### config.mk
export PLATFORM = sky130hd
export DESIGN_NAME = bongo_report_decoder_flat
export DESIGN_NICKNAME = d
export VERILOG_FILES = /design/src/rtl/bongo_pkg.sv /design/src/rtl/bongo_report_decoder_if.sv /design/src/rtl/event_fifo.sv /design/src/rtl/bongo_report_decoder.sv /design/src/flat_wrapper.sv
export SDC_FILE = /design/constraint.sdc
export NUM_CORES = 1
export LEC_CHECK = 0
export ABC_AREA = 1
export BUFFER_PORTS_ARGS = -buffer_cell sky130_fd_sc_hd__buf_2
export CORE_MARGIN = 2
export CORE_UTILIZATION = 50
export CTS_BUF_LIST = sky130_fd_sc_hd__clkbuf_8
export DETAILED_ROUTE_END_ITERATION = 16
export PLACE_DENSITY = 0.71
export SLEW_MARGIN = 20
export SYNTH_ARGS = -nofsm -noshare
export SYNTH_HDL_FRONTEND = slang
export SYNTH_SLANG_ARGS = --single-unit
### constraint.sdc
create_clock -name clk -period 4.9 [get_ports clk]
set_input_delay 0.98 -clock clk [delete_from_list [all_inputs] [get_ports clk]]
set_output_delay 0.98 -clock clk [all_outputs]
set_load 0.02 [all_outputs]
### src/rtl/bongo_pkg.sv
// Shared types and constants for the bongo report decoder: event ids,
// report field positions, the queued event record and a frame check helper.
package bongo_pkg;

    localparam int unsigned EVT_ID_W = 3;
    localparam int unsigned VEL_W    = 8;
    localparam int unsigned NUM_SRC  = 6;  // four pads, Start, clap

    localparam logic [EVT_ID_W-1:0] EVT_PAD_A = 3'd0;
    localparam logic [EVT_ID_W-1:0] EVT_PAD_B = 3'd1;
    localparam logic [EVT_ID_W-1:0] EVT_PAD_X = 3'd2;
    localparam logic [EVT_ID_W-1:0] EVT_PAD_Y = 3'd3;
    localparam logic [EVT_ID_W-1:0] EVT_START = 3'd4;
    localparam logic [EVT_ID_W-1:0] EVT_CLAP  = 3'd5;

    // Report field positions; bit 63 is first on the wire.
    localparam int unsigned HDR_HI    = 63;
    localparam int unsigned HDR_LO    = 61;
    localparam int unsigned START_BIT = 60;
    localparam int unsigned PAD_HI    = 59;
    localparam int unsigned PAD_LO    = 56;
    localparam int unsigned SYNC_BIT  = 55;
    localparam int unsigned MIC_HI    = 15;
    localparam int unsigned MIC_LO    = 8;

    typedef struct packed {
        logic [EVT_ID_W-1:0] id;
        logic [VEL_W-1:0]    vel;
    } evt_t;

    // A report is well-formed when its header is zero and the sync bit is set.
    function automatic logic frame_ok(input logic [63:0] f);
        return (f[HDR_HI:HDR_LO] == 3'b000) && f[SYNC_BIT];
    endfunction

endpackage

### src/rtl/bongo_report_decoder_if.sv
// Event stream from the decoder to the game logic (valid/ready handshake).
interface bongo_report_decoder_if;
    import bongo_pkg::*;

    logic                evt_valid;
    logic                evt_ready;
    logic [EVT_ID_W-1:0] evt_id;
    logic [VEL_W-1:0]    evt_vel;

    modport master (output evt_valid, output evt_id, output evt_vel, input evt_ready);
    modport slave  (input evt_valid, input evt_id, input evt_vel, output evt_ready);

endinterface

### src/rtl/event_fifo.sv
// Synchronous FIFO of decoded events. A write while full is accepted only
// when a read happens in the same cycle; the caller detects drops.
module event_fifo
    import bongo_pkg::*;
#(
    parameter int unsigned DEPTH = 8
) (
    input  logic clk,
    input  logic rst_n,
    input  logic wr_en,
    input  evt_t wr_data,
    input  logic rd_en,
    output evt_t rd_data,
    output logic full,
    output logic empty
);

    localparam int unsigned AW = $clog2(DEPTH);

    evt_t        mem [DEPTH];
    logic [AW:0] wr_ptr_q, rd_ptr_q;
    logic        do_wr, do_rd;

    assign empty = (wr_ptr_q == rd_ptr_q);
    assign full  = (wr_ptr_q[AW] != rd_ptr_q[AW]) &&
                   (wr_ptr_q[AW-1:0] == rd_ptr_q[AW-1:0]);
    assign do_rd = rd_en && !empty;
    assign do_wr = wr_en && (!full || do_rd);

    // Head is forced to zero when empty so outputs are clean after reset.
    assign rd_data = empty ? '0 : mem[rd_ptr_q[AW-1:0]];

    // Read/write pointers with a wrap bit to tell full from empty.
    always_ff @(posedge clk or negedge rst_n) begin
        if (!rst_n) begin
            wr_ptr_q <= '0;
            rd_ptr_q <= '0;
        end else begin
            if (do_wr) wr_ptr_q <= wr_ptr_q + 1'b1;
            if (do_rd) rd_ptr_q <= rd_ptr_q + 1'b1;
        end
    end

    // Storage array; contents need no reset since the pointers gate them.
    always_ff @(posedge clk) begin
        if (do_wr) mem[wr_ptr_q[AW-1:0]] <= wr_data;
    end

endmodule

### src/rtl/bongo_report_decoder.sv
// DK-bongo report decoder: validates 64-bit reports, debounces pads/Start,
// detects claps from the mic byte and queues hit/clap events with velocity.
// Also tracks mic level/peak, link presence and frame errors for display.
module bongo_report_decoder
    import bongo_pkg::*;
#(
    parameter int unsigned DEBOUNCE_FRAMES = 2,
    parameter logic [7:0]  CLAP_THRESH     = 8'hC0,
    parameter int unsigned CLAP_FRAMES     = 3,
    parameter int unsigned DECAY_DIV       = 50000,
    parameter int unsigned TIMEOUT_CYCLES  = 1250000,
    parameter int unsigned FIFO_DEPTH      = 8
) (
    input  logic                          clk,
    input  logic                          rst_n,
    input  logic                          frame_valid,
    input  logic [63:0]                   frame_data,
    input  logic                          clear_flags,
    bongo_report_decoder_if.master        evt,
    output logic [3:0]                    pad_state,
    output logic                          start_state,
    output logic [7:0]                    mic_level,
    output logic [7:0]                    mic_peak,
    output logic                          link_up,
    output logic [7:0]                    err_count,
    output logic                          overflow
);

    localparam int unsigned NumBtn = 5;
    localparam int unsigned DivW   = $clog2(DECAY_DIV + 1);
    localparam int unsigned TmoW   = $clog2(TIMEOUT_CYCLES + 1);

    localparam logic [2:0]      DebN    = 3'(DEBOUNCE_FRAMES);
    localparam logic [7:0]      ClapN   = 8'(CLAP_FRAMES);
    localparam logic [DivW-1:0] DivLast = DivW'(DECAY_DIV - 1);
    localparam logic [TmoW-1:0] TmoLast = TmoW'(TIMEOUT_CYCLES - 1);
    localparam logic [TmoW-1:0] TmoMax  = TmoW'(TIMEOUT_CYCLES);

    logic              accept, reject, expire;
    logic [NumBtn-1:0] raw_btn;
    logic [7:0]        mic;

    logic [NumBtn-1:0]      deb_q, deb_d, btn_rise;
    logic [NumBtn-1:0][2:0] deb_cnt_q, deb_cnt_d;
    logic [7:0]             loud_q, loud_d;
    logic                   clap_rise;

    logic [NUM_SRC-1:0]  pending_q, pending_d, drain_sel;
    logic [EVT_ID_W-1:0] drain_id;
    logic                push_req, pop, drop;
    logic                fifo_full, fifo_empty;
    evt_t                push_evt, head_evt;

    // mic_level doubles as the velocity latch: both hold the newest accepted mic.
    logic [7:0]      mic_level_q, peak_q, peak_d, err_q, err_d;
    logic [DivW-1:0] div_q, div_d;
    logic [TmoW-1:0] tmo_q, tmo_d;
    logic            link_q, link_d, ovf_q, ovf_d, decay_tick;

    assign accept  = frame_valid && frame_ok(frame_data);
    assign reject  = frame_valid && !frame_ok(frame_data);
    assign raw_btn = {frame_data[START_BIT], frame_data[PAD_HI:PAD_LO]};
    assign mic     = frame_data[MIC_HI:MIC_LO];
    // Link times out only on the cycle the idle count reaches the limit.
    assign expire  = !accept && (tmo_q == TmoLast);

    // Per-button debounce and loud-run counting on accepted frames.
    always_comb begin
        deb_d     = deb_q;
        deb_cnt_d = deb_cnt_q;
        btn_rise  = '0;
        loud_d    = loud_q;
        clap_rise = 1'b0;
        if (expire) begin
            deb_d     = '0;
            deb_cnt_d = '0;
            loud_d    = '0;
        end else if (accept) begin
            for (int b = 0; b < NumBtn; b++) begin
                if (raw_btn[b] != deb_q[b]) begin
                    if (deb_cnt_q[b] == DebN - 3'd1) begin
                        deb_d[b]     = raw_btn[b];
                        deb_cnt_d[b] = '0;
                        btn_rise[b]  = raw_btn[b];
                    end else begin
                        deb_cnt_d[b] = deb_cnt_q[b] + 3'd1;
                    end
                end else begin
                    deb_cnt_d[b] = '0;
                end
            end
            if (mic >= CLAP_THRESH) begin
                // Saturate at the clap length so a long run yields one clap.
                if (loud_q != ClapN) begin
                    loud_d    = loud_q + 8'd1;
                    clap_rise = ((loud_q + 8'd1) == ClapN);
                end
            end else begin
                loud_d = '0;
            end
        end
    end

    // Pick the lowest pending source to push this cycle.
    always_comb begin
        drain_sel = '0;
        drain_id  = '0;
        for (int i = NUM_SRC - 1; i >= 0; i--) begin
            if (pending_q[i]) begin
                drain_sel    = '0;
                drain_sel[i] = 1'b1;
                drain_id     = EVT_ID_W'(i);
            end
        end
    end

    assign push_req     = (|pending_q) && !expire;
    assign pending_d    = expire ? '0 : ((pending_q & ~drain_sel) | {clap_rise, btn_rise});
    assign push_evt.id  = drain_id;
    assign push_evt.vel = mic_level_q;
    assign pop          = !fifo_empty && evt.evt_ready;
    assign drop         = push_req && fifo_full && !pop;

    // Debounce, clap and pending state.
    always_ff @(posedge clk or negedge rst_n) begin
        if (!rst_n) begin
            deb_q     <= '0;
            deb_cnt_q <= '0;
            loud_q    <= '0;
            pending_q <= '0;
        end else begin
            deb_q     <= deb_d;
            deb_cnt_q <= deb_cnt_d;
            loud_q    <= loud_d;
            pending_q <= pending_d;
        end
    end

    event_fifo #(
        .DEPTH (FIFO_DEPTH)
    ) u_event_fifo (
        .clk     (clk),
        .rst_n   (rst_n),
        .wr_en   (push_req),
        .wr_data (push_evt),
        .rd_en   (pop),
        .rd_data (head_evt),
        .full    (fifo_full),
        .empty   (fifo_empty)
    );

    assign evt.evt_valid = !fifo_empty;
    assign evt.evt_id    = head_evt.id;
    assign evt.evt_vel   = head_evt.vel;

    // Mic peak-hold with a free-running decay divider; a louder frame wins.
    always_comb begin
        decay_tick = (div_q == DivLast);
        div_d      = decay_tick ? '0 : div_q + DivW'(1);
        peak_d     = peak_q;
        if (accept && (mic > peak_q)) begin
            peak_d = mic;
        end else if (decay_tick && (peak_q != 8'd0)) begin
            peak_d = peak_q - 8'd1;
        end
    end

    // Link timeout, error counter and sticky overflow next state.
    always_comb begin
        tmo_d  = tmo_q;
        link_d = link_q;
        if (accept) begin
            tmo_d  = '0;
            link_d = 1'b1;
        end else begin
            if (tmo_q != TmoMax) tmo_d = tmo_q + TmoW'(1);
            if (expire) link_d = 1'b0;
        end
        err_d = err_q;
        if (clear_flags) begin
            err_d = '0;
        end else if (reject && (err_q != 8'hFF)) begin
            err_d = err_q + 8'd1;
        end
        ovf_d = ovf_q;
        if (drop) begin
            ovf_d = 1'b1;
        end else if (clear_flags) begin
            ovf_d = 1'b0;
        end
    end

    // Status registers feeding the display path.
    always_ff @(posedge clk or negedge rst_n) begin
        if (!rst_n) begin
            mic_level_q <= '0;
            peak_q      <= '0;
            div_q       <= '0;
            tmo_q       <= '0;
            link_q      <= 1'b0;
            err_q       <= '0;
            ovf_q       <= 1'b0;
        end else begin
            if (accept) mic_level_q <= mic;
            peak_q <= peak_d;
            div_q  <= div_d;
            tmo_q  <= tmo_d;
            link_q <= link_d;
            err_q  <= err_d;
            ovf_q  <= ovf_d;
        end
    end

    assign pad_state   = deb_q[3:0];
    assign start_state = deb_q[4];
    assign mic_level   = mic_level_q;
    assign mic_peak    = peak_q;
    assign link_up     = link_q;
    assign err_count   = err_q;
    assign overflow    = ovf_q;

endmodule

### src/flat_wrapper.sv
// flat-port wrapper written by rule: the top's interface ports become plain ports
module bongo_report_decoder_flat import bongo_pkg::*;
#(
    parameter int unsigned DEBOUNCE_FRAMES = 2,
    parameter logic [7:0]  CLAP_THRESH     = 8'hC0,
    parameter int unsigned CLAP_FRAMES     = 3,
    parameter int unsigned DECAY_DIV       = 50000,
    parameter int unsigned TIMEOUT_CYCLES  = 1250000,
    parameter int unsigned FIFO_DEPTH      = 8
)
  (clk, rst_n, frame_valid, frame_data, clear_flags, pad_state, start_state, mic_level, mic_peak, link_up, err_count, overflow, evt_evt_valid, evt_evt_id, evt_evt_vel, evt_evt_ready);
  bongo_report_decoder_if evt_i ();
  input  logic clk;
  input  logic rst_n;
  input  logic frame_valid;
  input  logic [63:0] frame_data;
  input  logic clear_flags;
  output logic [3:0] pad_state;
  output logic start_state;
  output logic [7:0] mic_level;
  output logic [7:0] mic_peak;
  output logic link_up;
  output logic [7:0] err_count;
  output logic overflow;
  output wire logic [$bits(evt_i.evt_valid)-1:0] evt_evt_valid;
  output wire logic [$bits(evt_i.evt_id)-1:0] evt_evt_id;
  output wire logic [$bits(evt_i.evt_vel)-1:0] evt_evt_vel;
  input wire logic [$bits(evt_i.evt_ready)-1:0] evt_evt_ready;
  assign evt_evt_valid = evt_i.evt_valid;
  assign evt_evt_id = evt_i.evt_id;
  assign evt_evt_vel = evt_i.evt_vel;
  assign evt_i.evt_ready = evt_evt_ready;
  bongo_report_decoder #(.DEBOUNCE_FRAMES(DEBOUNCE_FRAMES), .CLAP_THRESH(CLAP_THRESH), .CLAP_FRAMES(CLAP_FRAMES), .DECAY_DIV(DECAY_DIV), .TIMEOUT_CYCLES(TIMEOUT_CYCLES), .FIFO_DEPTH(FIFO_DEPTH)) u_core (.clk(clk), .rst_n(rst_n), .frame_valid(frame_valid), .frame_data(frame_data), .clear_flags(clear_flags), .evt(evt_i), .pad_state(pad_state), .start_state(start_state), .mic_level(mic_level), .mic_peak(mic_peak), .link_up(link_up), .err_count(err_count), .overflow(overflow));
endmodule
# Yosys cells after proc, flatten, opt, wreduce, memory -nomap -nowiden
# Memories as Yosys holds them, arrays and structs flattened.
# Index checks and enable logic that the tools add are counted.
# word_totals
regBits	105
ram_bits	88
in_bits	69
output_inout_bits	43
word_cells	175
mem_count	1
# mem_list
memory	depth	word_bits	rd	rd_clocked_by_memory_dff	wr	line_no	source
u_core.u_event_fifo.mem	8	11	1	0	1	event_fifo.sv:20	evt_t mem [DEPTH];
# classes
add_sub_neg	12
n_lt_le_gt_ge	2
eq_ne	20
muxes	71
bitwise_logic	3
reduce_logical	45
# op_table
cell	count
8-bit 2-to-1 mux	8
3-bit 2-to-1 mux	16
21-bit 2-to-1 mux	2
6-bit 2-to-1 mux	7
1-bit 2-to-1 mux	30
15-bit 2-to-1 mux	2
2-bit nonzero test	15
21-bit by 1-bit adder with 21-bit output, second input constant	1
21-bit == test, second input constant	1
21-bit inequality test, second input constant	1
5-bit 2-to-1 mux	4
16-bit by 1-bit adder with 16-bit output, second input constant	1
8-bit by 1-bit adder with 8-bit output, second input constant	2
16-bit == test, second input constant	1
16-bit 2-to-1 mux	1
3-bit by 1-bit adder with 3-bit output, second input constant	5
3-bit by 1-bit == test with 1-bit output, second input constant	5
3-bit AND reduction	5
1-bit logical AND	14
11-bit 2-to-1 mux	1
4-bit by 1-bit adder with 4-bit output, second input constant	2
8-bit by 2-bit == test with 1-bit output, second input constant	1
8-bit >= comparator, second input constant	1
8-bit greater-than comparator	1
16 further kinds	26

# Depth between registers and ports, before layout
# Gate-level depths: netlist of the first run.
# depth
ltp_word	10
ltp_mapped	14
depth_no_buf	14

# Hierarchy
# From an unflattened synthesis of the first run, not the netlist that was laid out.
# unflattened
hier_cells	1098
hier_area_um2	9723.1
# modules_own_cells
module	n_inst	cells_each	area_each_um2	seq_area_each_um2
bongo_report_decoder	1	756	5651.7	2427.3
event_fifo	1	342	4071.4	2842.7

# Worst setup path before layout of the first run
# Ideal clock, no wire load.
# synth_path
path_kind	input -> register
startpoint	input frame_data[62]
endpoint	memory u_core.u_event_fifo.mem[3][0] (netlist name) (enable)
setup_time_ps	393
arrival_time_ps	2404
required_ps	4507
setup_slack_ps	2103
cell_stages	6
n_path_buf	1
cell_sequence	nor2_1 nand3_1 buf_6 nand4_4 nand3_4 nor3_1
# synth_via
elab_chain_len	10
# synth_lines
element	line_no	source
from (decl)	flat_wrapper.sv:16	input logic [63:0] frame_data;
3-bit logical NOT	bongo_pkg.sv:33	return (f[HDR_HI:HDR_LO] == 3'b000) && f[SYNC_BIT];
1-bit logical AND	bongo_pkg.sv:33	
1-bit logical AND	bongo_report_decoder.sv:60	assign accept = frame_valid && frame_ok(frame_data);
1-bit logical NOT	bongo_report_decoder.sv:65	assign expire = !accept && (tmo_q == TmoLast);
1-bit logical AND	bongo_report_decoder.sv:65	
1-bit logical NOT	bongo_report_decoder.sv:117	assign push_req = (|pending_q) && !expire;
1-bit logical AND	bongo_report_decoder.sv:117	
1-bit logical AND	event_fifo.sv:28	assign do_wr = wr_en && (!full || do_rd);
1-bit 2-to-1 mux	event_fifo.sv:46	if (do_wr) mem[wr_ptr_q[AW-1:0]] <= wr_data;
1-bit 2-to-1 mux (implied by the code)	event_fifo.sv:46	
to (decl)	event_fifo.sv:20	
# No other way between the ends.

# Worst setup path in the final report of the first run
# layout_path
startpoint	register u_core.u_event_fifo.rd_ptr_q[0]
endpoint	output evt_evt_vel[0]
# layout_via
elab_chain_len	2
elab_cells_between_ends	3
classes_between	1 x eq/ne; 1 x mux; 1 x memory
# layout_lines
element	line_no	source
from (decl)	event_fifo.sv:21	logic [AW:0] wr_ptr_q, rd_ptr_q;
from (signal assigned)	event_fifo.sv:40	if (do_rd) rd_ptr_q <= rd_ptr_q + 1'b1;
memory read 8 x 11 bit / 4-bit == test (equally long branches)	--	
11-bit 2-to-1 mux *	event_fifo.sv:31	assign rd_data = empty ? '0 : mem[rd_ptr_q[AW-1:0]];
to (decl)	flat_wrapper.sv:27	output wire logic [$bits(evt_i.evt_vel)-1:0] evt_evt_vel;
# Every way passes the cells marked *; elsewhere a longest branch is shown, timed or not.

==> metrics.txt, run 1 <==
CTS Hold Bufs 0; initial DRC count between 500 and 600; pin count of the biggest net entering global routing 80; DRC 0; share of cells above drive strength 1 13.30%; number of library cell types mapped by synthesis 47; initial antenna violation count 0; mapped cell area 9475 um2; CP cell instances buf_4 > inv_2 > nand2_1 > nand4_2 > nor2_4 > nand2_2 > o21ai_0 > nor2_1 > buf_2; final WL ~20 mm; post-synthesis simple-gate area fraction 23.54%; slowest cell delay on critical path 0.61 ns; vias in the first global route slightly below 7k; NumNets Final 1187; dominant cell type by area after synthesis edfxtp_1; Via Count 7221; fmax 0.2628 GHz; area of the core 18640 um2; Critical Path Fanout Max 48; first-pass GRT wire length 32.86 mm; outcome complete, no violations; Adder-Cell Fraction of Synth Area 2.377%; DR vias/cell 5.361; WP depth 9; Post-Place Cell Area 9990 um2; commonest cells after routing, fill and taps aside 188 x nand2_1, 155 x nor2_1, 105 x dfrtp_1; final count of hold timing violations 0; register area share after synthesis approximately 56%; fillcell total 1665; reg2reg setup slack 1.80 ns; post-synthesis compound-gate area fraction between 10% and 20%; CP Capture Type output pin; GRT Util Overall 20.41%; max layer used met4; RSZ-0062 raised after global routing false; CTS Root Cell clkbuf_8; Critical R2R Launch u_core.u_event_fifo.rd_ptr_q[0]; Pwr Total 0.004528 W; ys flop type dfrtp_1; Initial Util 50.83%; Final min period between 3 and 4 ns; clock latency on the worst-skew pair ~0.48 ns; area grow syn2layout 9.455%; Critical path origin u_core.u_event_fifo.rd_ptr_q[0]; clock skew 0.01837 ns; Leak 4.591 nW; Worst Setup EP evt_evt_vel[0]; PD cells ~440 nW/um2; Avg Cell Area, Syn 9.128 um2; top cell type's share of synthesized area 27.89%; die extent in y 141.7 um; cells on worst reg2reg path 8; register clock-pin slew on the reported worst setup and hold paths 0.10 ns; Synthesis Warnings 0; met3 WL post-DR between 500 and 600 um; Critical Path RT between 3 and 4 ns; CP Class reg -> out; delay-heaviest family, CP buffers and inverters; syn_nets 1125; H-tree lvl count 4; crit path launch type flip-flop; I/O Buffers 64; Worst VDD drop roughly 0.19 mV; CP max-delay cell inv_2; fin area a little over 10000 um2; Cell Rows 50; drt wl/cell 14.58 um; met2 wire length 9.699 mm; setup bufs post-CTS 0; Pins Over Slew Limit 0; I/O pin count 112; met1 wire length ~9.1 mm; cell count after synthesis 1038; asr flop ratio synth 54.40%; Hold WS 0.4821 ns; First-pass DRT Iterations 5; die span in x 141.7 um; Die Area 20070 um2; largest family of logic cells by synthesized area simple AND/OR/NAND/NOR gates; Final GP Congestion 0.8200; max_slew headroom 30.49%; crit share post-route between 70% and 80%; Post-Synth XOR/XNOR Area between 2 and 2.5%; R2R Path End u_core.u_event_fifo.mem[4][0]; max cap viols 0; setup TNS 0 ns; CP Data Arrival Time 2.82 ns; Post-synth EDFFs a little under 90; final core utilization 55.63%; post-synthesis mux area share 0%; largest cells by area after synthesis edfxtp_1 28%, dfrtp_1 28%, nand2_1 7.4%, nor2_1 6.2%, o21ai_0 4.4%; Resize count post-CTS 0; CTS tree done; Tightest Pin Transition 1.039 ns; Worst Path Buf+Inv 3; Sink Count around 190; gr ovfl total 0; commonest non-fill, non-tap cell in the layout nand2_1; hpwl dp 13.14 mm; Hold Crit Class reg -> reg; Post-DRT Antenna Nets 0; CTS Buffer Depth 2; Setup violations, final 0; Yosys reg bits 193; clock buffer count from CTS 17; Antenna diodes 0
==> per-stage QoR <==
stage	cells	setup slack [ns]
floorplan	1038	2.103
global route	1347	0.8923
detailed placement	1315	1.611
CTS	1347	1.089
finish	1347	1.095
global placement	1315	1.681
==> worst register-to-register path, cell delays in order, from the launching register on <==
cell     delay (ns)
dfrtp_1        0.37
buf_4          0.28
inv_2          0.63
nand2_1        0.15
nand4_2        0.16
nor2_4         0.06
nand2_4        0.12
nand4_4        0.14
nor2_1         0.81
==> cell type report <==
| type | instances | area, um2 | area share [%] |
|---|---|---|---|
| well taps | 234 | 292.8 | 2.823 |
| repair buffers | 70 | 371.6 | 3.583 |
| clock buffers | 17 | 234.0 | 2.256 |
| multi-input cells | 714 | 3670 | 35.38 |
| inverters | 104 | 391.6 | 3.776 |
| clock inverters | 15 | 141.4 | 1.363 |
| flip-flops and latches | 193 | 5270 | 50.81 |
==> Yosys cell counts (2+ instances only) <==
cell type and count:
nand2_2 8, nor2_2 10, edfxtp_1 88, nor2_1 156
inv_1 99, buf_2 11, a31oi_1 7, or2_2 3
nand3_2 3, xor2_1 18, inv_2 4, o211ai_1 4
nor3_1 16, buf_6 4, a21oi_1 32, o22ai_1 24
o21ai_1 18, ha_1 18, nand4_4 2, buf_4 3
nor3b_1 2, nand4_1 19, dfrtp_1 105, nand3b_1 2
nand3_1 69, nor2_4 7, o21ai_0 83, xnor2_1 9
nand2_1 188, clkbuf_1 9
==> registers in the layout (all words and copies together) (netlist names) <==
register,count
u_core.link_up,1
u_core.mic_peak,8
u_core.overflow,1
u_core.deb_cnt_q,15
u_core.pending_q,6
u_core.u_event_fifo.mem,88
u_core.err_count,8
u_core.mic_level,8
u_core.tmo_q,21
u_core.u_event_fifo.rd_ptr_q,4
u_core.u_event_fifo.wr_ptr_q,4
u_core.deb_q,5
u_core.div_q,16
u_core.loud_q,8
==> per-layer routing <==
| metal | GRT usage (%) | vias up |
|---|---|---|
| li1 | - | 3614 |
| met1 | 27.34 | 3474 |
| met2 | 34.80 | 113 |
| met3 | 3.510 | 20 |
| met4 | 5.158 | 0 |
| met5 | 0 | - |
==> cell families (layout without fill, tap and decap cells) <==
logic type / after synthesis / count (layout)
AO/OA/AOI/OAI: 177 / 177
AND/OR/NAND/NOR: 492 / 492
flip-flops: 193 / 193
buffers and inverters: 131 / 206
XOR/XNOR: 27 / 27
adder cells (fa/ha/maj): 18 / 18
==> worst min path at each step <==
stage                      end  cells past startpoint            start  slack [ns]
2_1_floorplan  u_core.div_q[0]                      1  u_core.div_q[0]        0.45
3_3_place_gp    u_core.link_up                      2   u_core.link_up        0.46
3_5_place_dp    u_core.link_up                      2   u_core.link_up        0.46
4_1_cts         u_core.link_up                      2   u_core.link_up        0.49
5_1_grt        u_core.div_q[8]                      1  u_core.div_q[8]        0.53
6_report        u_core.link_up                      2   u_core.link_up        0.48
==> where the power goes <==
group | internal, W | switching [W]
logic | 0.000490 | 0.000988
clock network | 0.000378 | 0.000622
registers | 0.00185 | 0.000199
No activity file was read; power rests on OpenSTA's default activity.
==> run 2: changes to the inputs <==
clock period = 3.53 ns   (was 4.9 ns; I/O delays follow)
==> metrics.txt, run 2 (same netlist as run 1, synthesis figures left out) <==
cells on worst reg2reg path 9; delay-heaviest family, CP buffers and inverters; NumNets Final ~1.2k; Die Area 20070 um2; post-place setup slack 0.8118 ns; Post-Place Cell Area approximately 10000 um2; Initial Util 50.83%; Cell Rows 50; CP cell instances buf_4 > inv_2 > nand2_1 > nand4_2 > nor2_4 > nand2_2 > o21ai_0 > nor2_1 > buf_2; CTS Hold Bufs 0; Tightest Pin Transition between 0.8 and 0.9 ns; Post-DRT Antenna Nets 0; CP Capture Type output pin; reg2reg setup slack 1.30 ns; CP max-delay cell dfrtp_1; CTS Buffer Depth 2; Hold Crit Class in -> async; crit path launch type flip-flop; First-pass DRT Iterations 5; max cap viols 0; Pins Over Slew Limit 0; area of the core about 19000 um2; Critical Path Fanout Max 26; initial antenna violation count 0; outcome complete, no violations; drt wl/cell 14.08 um; number of flip-flops in the largest register roughly 90; Leak 4.660 nW; Final WS setup about 0.43 ns; die span in x around 140 um; CP Class reg -> out; I/O pin count 112; Hold WS 0.2976 ns; DR vias/cell between 5 and 6; Final min period 3.102 ns; fin area around 11000 um2; die extent in y 141.7 um; clock buffer count from CTS 17; vias in the first global route 6829; Critical Path RT 2.82 ns; Resize count post-CTS 0; max_slew headroom 44.92%; Antenna diodes 0; pin count of the biggest net entering global routing 60; final WL approximately 19 mm; H-tree lvl count 4; RSZ-0062 raised after global routing false; clock skew 0.01712 ns; Critical R2R Launch u_core.u_event_fifo.rd_ptr_q[1]; fmax 0.3223 GHz; clock latency on the worst-skew pair 0.47 ns; hpwl dp between 10 and 15 mm; crit share post-route 87.89%; area grow syn2layout 10.83%; Worst Path Buf+Inv 3; first-pass GRT wire length about 33 mm; slowest cell delay on critical path 0.37 ns; gr ovfl total 0; Final GP Congestion 0.8264; register clock-pin slew on the reported worst setup and hold paths roughly 0.11 ns; commonest cells after routing, fill and taps aside 188 x nand2_1, 156 x nor2_1, 105 x dfrtp_1; CP Data Arrival Time 2.40 ns; CTS Root Cell clkbuf_8; Sink Count around 190; share of cells above drive strength 1 14.01%; GRT Util Overall 20.12%; Via Count ~7.2k; Setup violations, final 0; R2R Path End u_core.u_event_fifo.mem[3][0]; CTS tree done; commonest non-fill, non-tap cell in the layout nand2_1; DRC 0; Worst VDD drop 0.2483 mV; PD cells 613.2 nW/um2; I/O Buffers 64; setup TNS 0 ns; final count of hold timing violations 0; initial DRC count between 400 and 500; setup bufs post-CTS 0
-- run 2: cell types whose count changed in the layout (fill, tap and decap cells not counted), moves of 2 or more --
cell       before  now
inv_8           6    4
buf_4           6   14
inv_1         101   99
bufinv_16       0    2
-- run 2: worst max path at each step --
stage / startpoint / end / cells past startpoint
after floorplan: frame_data[62] / u_core.u_event_fifo.mem[3][0] / 6
after global placement: frame_data[62] / u_core.u_event_fifo.mem[3][5] / 7
after detailed placement: frame_data[62] / u_core.u_event_fifo.mem[3][5] / 7
after CTS: u_core.u_event_fifo.rd_ptr_q[1] / evt_evt_vel[0] / 9
after global routing: u_core.u_event_fifo.rd_ptr_q[1] / evt_evt_vel[0] / 9
final: u_core.u_event_fifo.rd_ptr_q[1] / evt_evt_id[2] / 9
-- run 2: area by class of cell --
| class | count | area [um2] |
|---|---|---|
| flip-flops and latches | 193 | 5270 |
| clock buffers | 17 | 234.0 |
| fillers | 1671 | 8142 |
| multi-input cells | 714 | 3667 |
| repair buffers | 78 | 440.4 |
| well taps | 234 | 292.8 |
| inverters | 104 | 391.6 |
| clock inverters | 15 | 205.2 |
-- run 2: power breakdown --
part | switching [W] | total [W] | internal (W)
Combinational | 0.00135 | 0.00204 | 0.000687
Sequential | 0.000270 | 0.00284 | 0.00257
Clock | 0.000880 | 0.00156 | 0.000679
Total | 0.00250 | 0.00644 | 0.00394
-- run 2: through the flow --
stage | utilization [%] | power [W] | std cells
2_1_floorplan | - | 0.004346 | 1038
3_3_place_gp | 53.97 | 0.004890 | 1323
3_5_place_dp | 53.97 | 0.004935 | 1323
4_1_cts | 56.33 | 0.006496 | 1355
5_1_grt | 56.33 | 0.006899 | 1355
6_report | 56.33 | 0.006440 | 1355
-- run 2: metal layers --
metal / global-route usage (%) / wire [um] / vias to the layer above
met4: 6.526 / 267 / 0
met5: 0 / 0 / -
li1: - / - / 3625
met3: 3.341 / 600 / 26
met2: 34.06 / 9376 / 112
met1: 26.64 / 8833 / 3439
==> run 3: changes to the inputs <==
CAP_MARGIN = 40   (was not set)
CORE_UTILIZATION = 55   (was 50)
PLACE_DENSITY = 0.77   (was 0.71)
==> metrics.txt, run 3 (same netlist as run 1, synthesis figures left out) <==
outcome complete, no violations; gr ovfl total 0; NumNets Final 1198; final WL 19.73 mm; Tightest Pin Transition 0.6702 ns; Post-DRT Antenna Nets 0; register clock-pin slew on the reported worst setup and hold paths 0.10 ns; setup TNS 0 ns; first-pass GRT wire length 33.06 mm; fmax 0.3203 GHz; area of the core 16700 um2; I/O Buffers 64; Resize count post-CTS 0; Initial Util 56.74%; max_slew headroom 55.32%; Pins Over Slew Limit 0; pin count of the biggest net entering global routing 56; PD cells 612.5 nW/um2; crit path launch type flip-flop; final cell count without fillers 1345; Final GP Congestion 0.8891; die extent in y 135.3 um; Worst VDD drop approximately 0.46 mV; CP Class reg -> out; Critical Path RT between 2 and 3 ns; die span in x 135.3 um; CP Capture Type output pin; H-tree lvl count 4; initial DRC count just under 600; DR vias/cell 5.475; area grow syn2layout 10.54%; setup bufs post-CTS 0; Critical Path Fanout Max 45; CTS Root Cell clkbuf_8; CP Data Arrival Time 2.42 ns; hpwl dp approximately 13 mm; commonest non-fill, non-tap cell in the layout nand2_1; Cell Rows 47; met2 wire length 9.916 mm; Leak about 4.7 nW; clock buffer count from CTS 17; share of cells above drive strength 1 14.06%; Setup violations, final 0; fin area 10470 um2; CTS Buffer Depth 2; GRT Util Overall 22.78%; commonest cells after routing, fill and taps aside 188 x nand2_1, 156 x nor2_1, 105 x dfrtp_1; DRC 0; Hold Crit Class in -> async; met3 WL post-DR 814 um; I/O pin count 112; final count of hold timing violations 0; Via Count 7364; Final min period 3.122 ns; Die Area between 15000 and 20000 um2; CTS Hold Bufs 0; vias in the first global route 6956; CTS tree done; initial antenna violation count 2; reg2reg setup slack roughly 1.3 ns; Placed Cells 1312; max layer used met5; First-pass DRT Iterations 5; max cap viols 0; number of flip-flops in the largest register 88; RSZ-0062 raised after global routing false; clock skew 0.02149 ns; Sink Count between 150 and 200; met1 wire length 8.713 mm; clock latency on the worst-skew pair slightly below 0.5 ns; final core utilization 62.71%; crit share post-route roughly nine tenths; drt wl/cell approximately 15 um; Post-Place Cell Area 10060 um2
[run 3: report_power, final]
part / switching [W] / internal [W] / leakage, nW / total, W
clock: 0.000877 / 0.000604 / 0.210 / 0.00148
sequential: 0.000298 / 0.00257 / 2.19 / 0.00287
combinational: 0.00137 / 0.000702 / 2.26 / 0.00207
total: 0.00254 / 0.00388 / 4.66 / 0.00641
[run 3: final timing paths]
kind                                                      start                  end  cells after the start
worst max-delay path            u_core.u_event_fifo.rd_ptr_q[0]       evt_evt_vel[7]                      7
worst min-delay path                                      rst_n      u_core.deb_q[3]                      1
worst max register to register               u_core.mic_peak[2]   u_core.mic_peak[6]                     12
worst min register to register                   u_core.link_up       u_core.link_up                      2
max in group asynchronous                                 rst_n   u_core.mic_peak[4]                      2
min in group clk                                 frame_data[12]  u_core.mic_level[4]                      3
[run 3: final cells by class]
class                           instances  area, um2
Antenna cell                            1      2.502
Clock buffer                           17      234.0
Clock inverter                         15      177.7
Fill cell                            1405       6227
Inverter                              104      391.6
Multi-Input combinational cell        714       3662
Sequential cell                       193       5270
Tap cell                              220      275.3
Timing Repair Buffer                   81      460.4
[run 3: worst max-delay path, cell delays in order (launching register included)]
cell	delay, ns
dfrtp_1	0.58
inv_2	0.12
buf_4	0.40
o21ai_0	0.19
o22ai_1	0.16
o21ai_1	0.08
nor2_1	0.18
buf_2	0.20
[run 3: metrics by stage]
step	power, W	setup WS, ns	hold slack (ns)
6_report	0.006415	0.4079	0.2462
3_5_place_dp	0.004961	0.9050	0.4616
3_3_place_gp	0.004897	0.9434	0.4515
5_1_grt	0.006825	0.2653	0.2927
2_1_floorplan	0.004346	1.007	0.4104
4_1_cts	0.006434	0.4444	0.2691
[run 3: metal layers]
layer | track usage [%] | vias to the layer above
li1 | - | 3646
met1 | 29.02 | 3542
met2 | 39.82 | 146
met3 | 4.265 | 28
met4 | 6.829 | 2
met5 | 0 | -
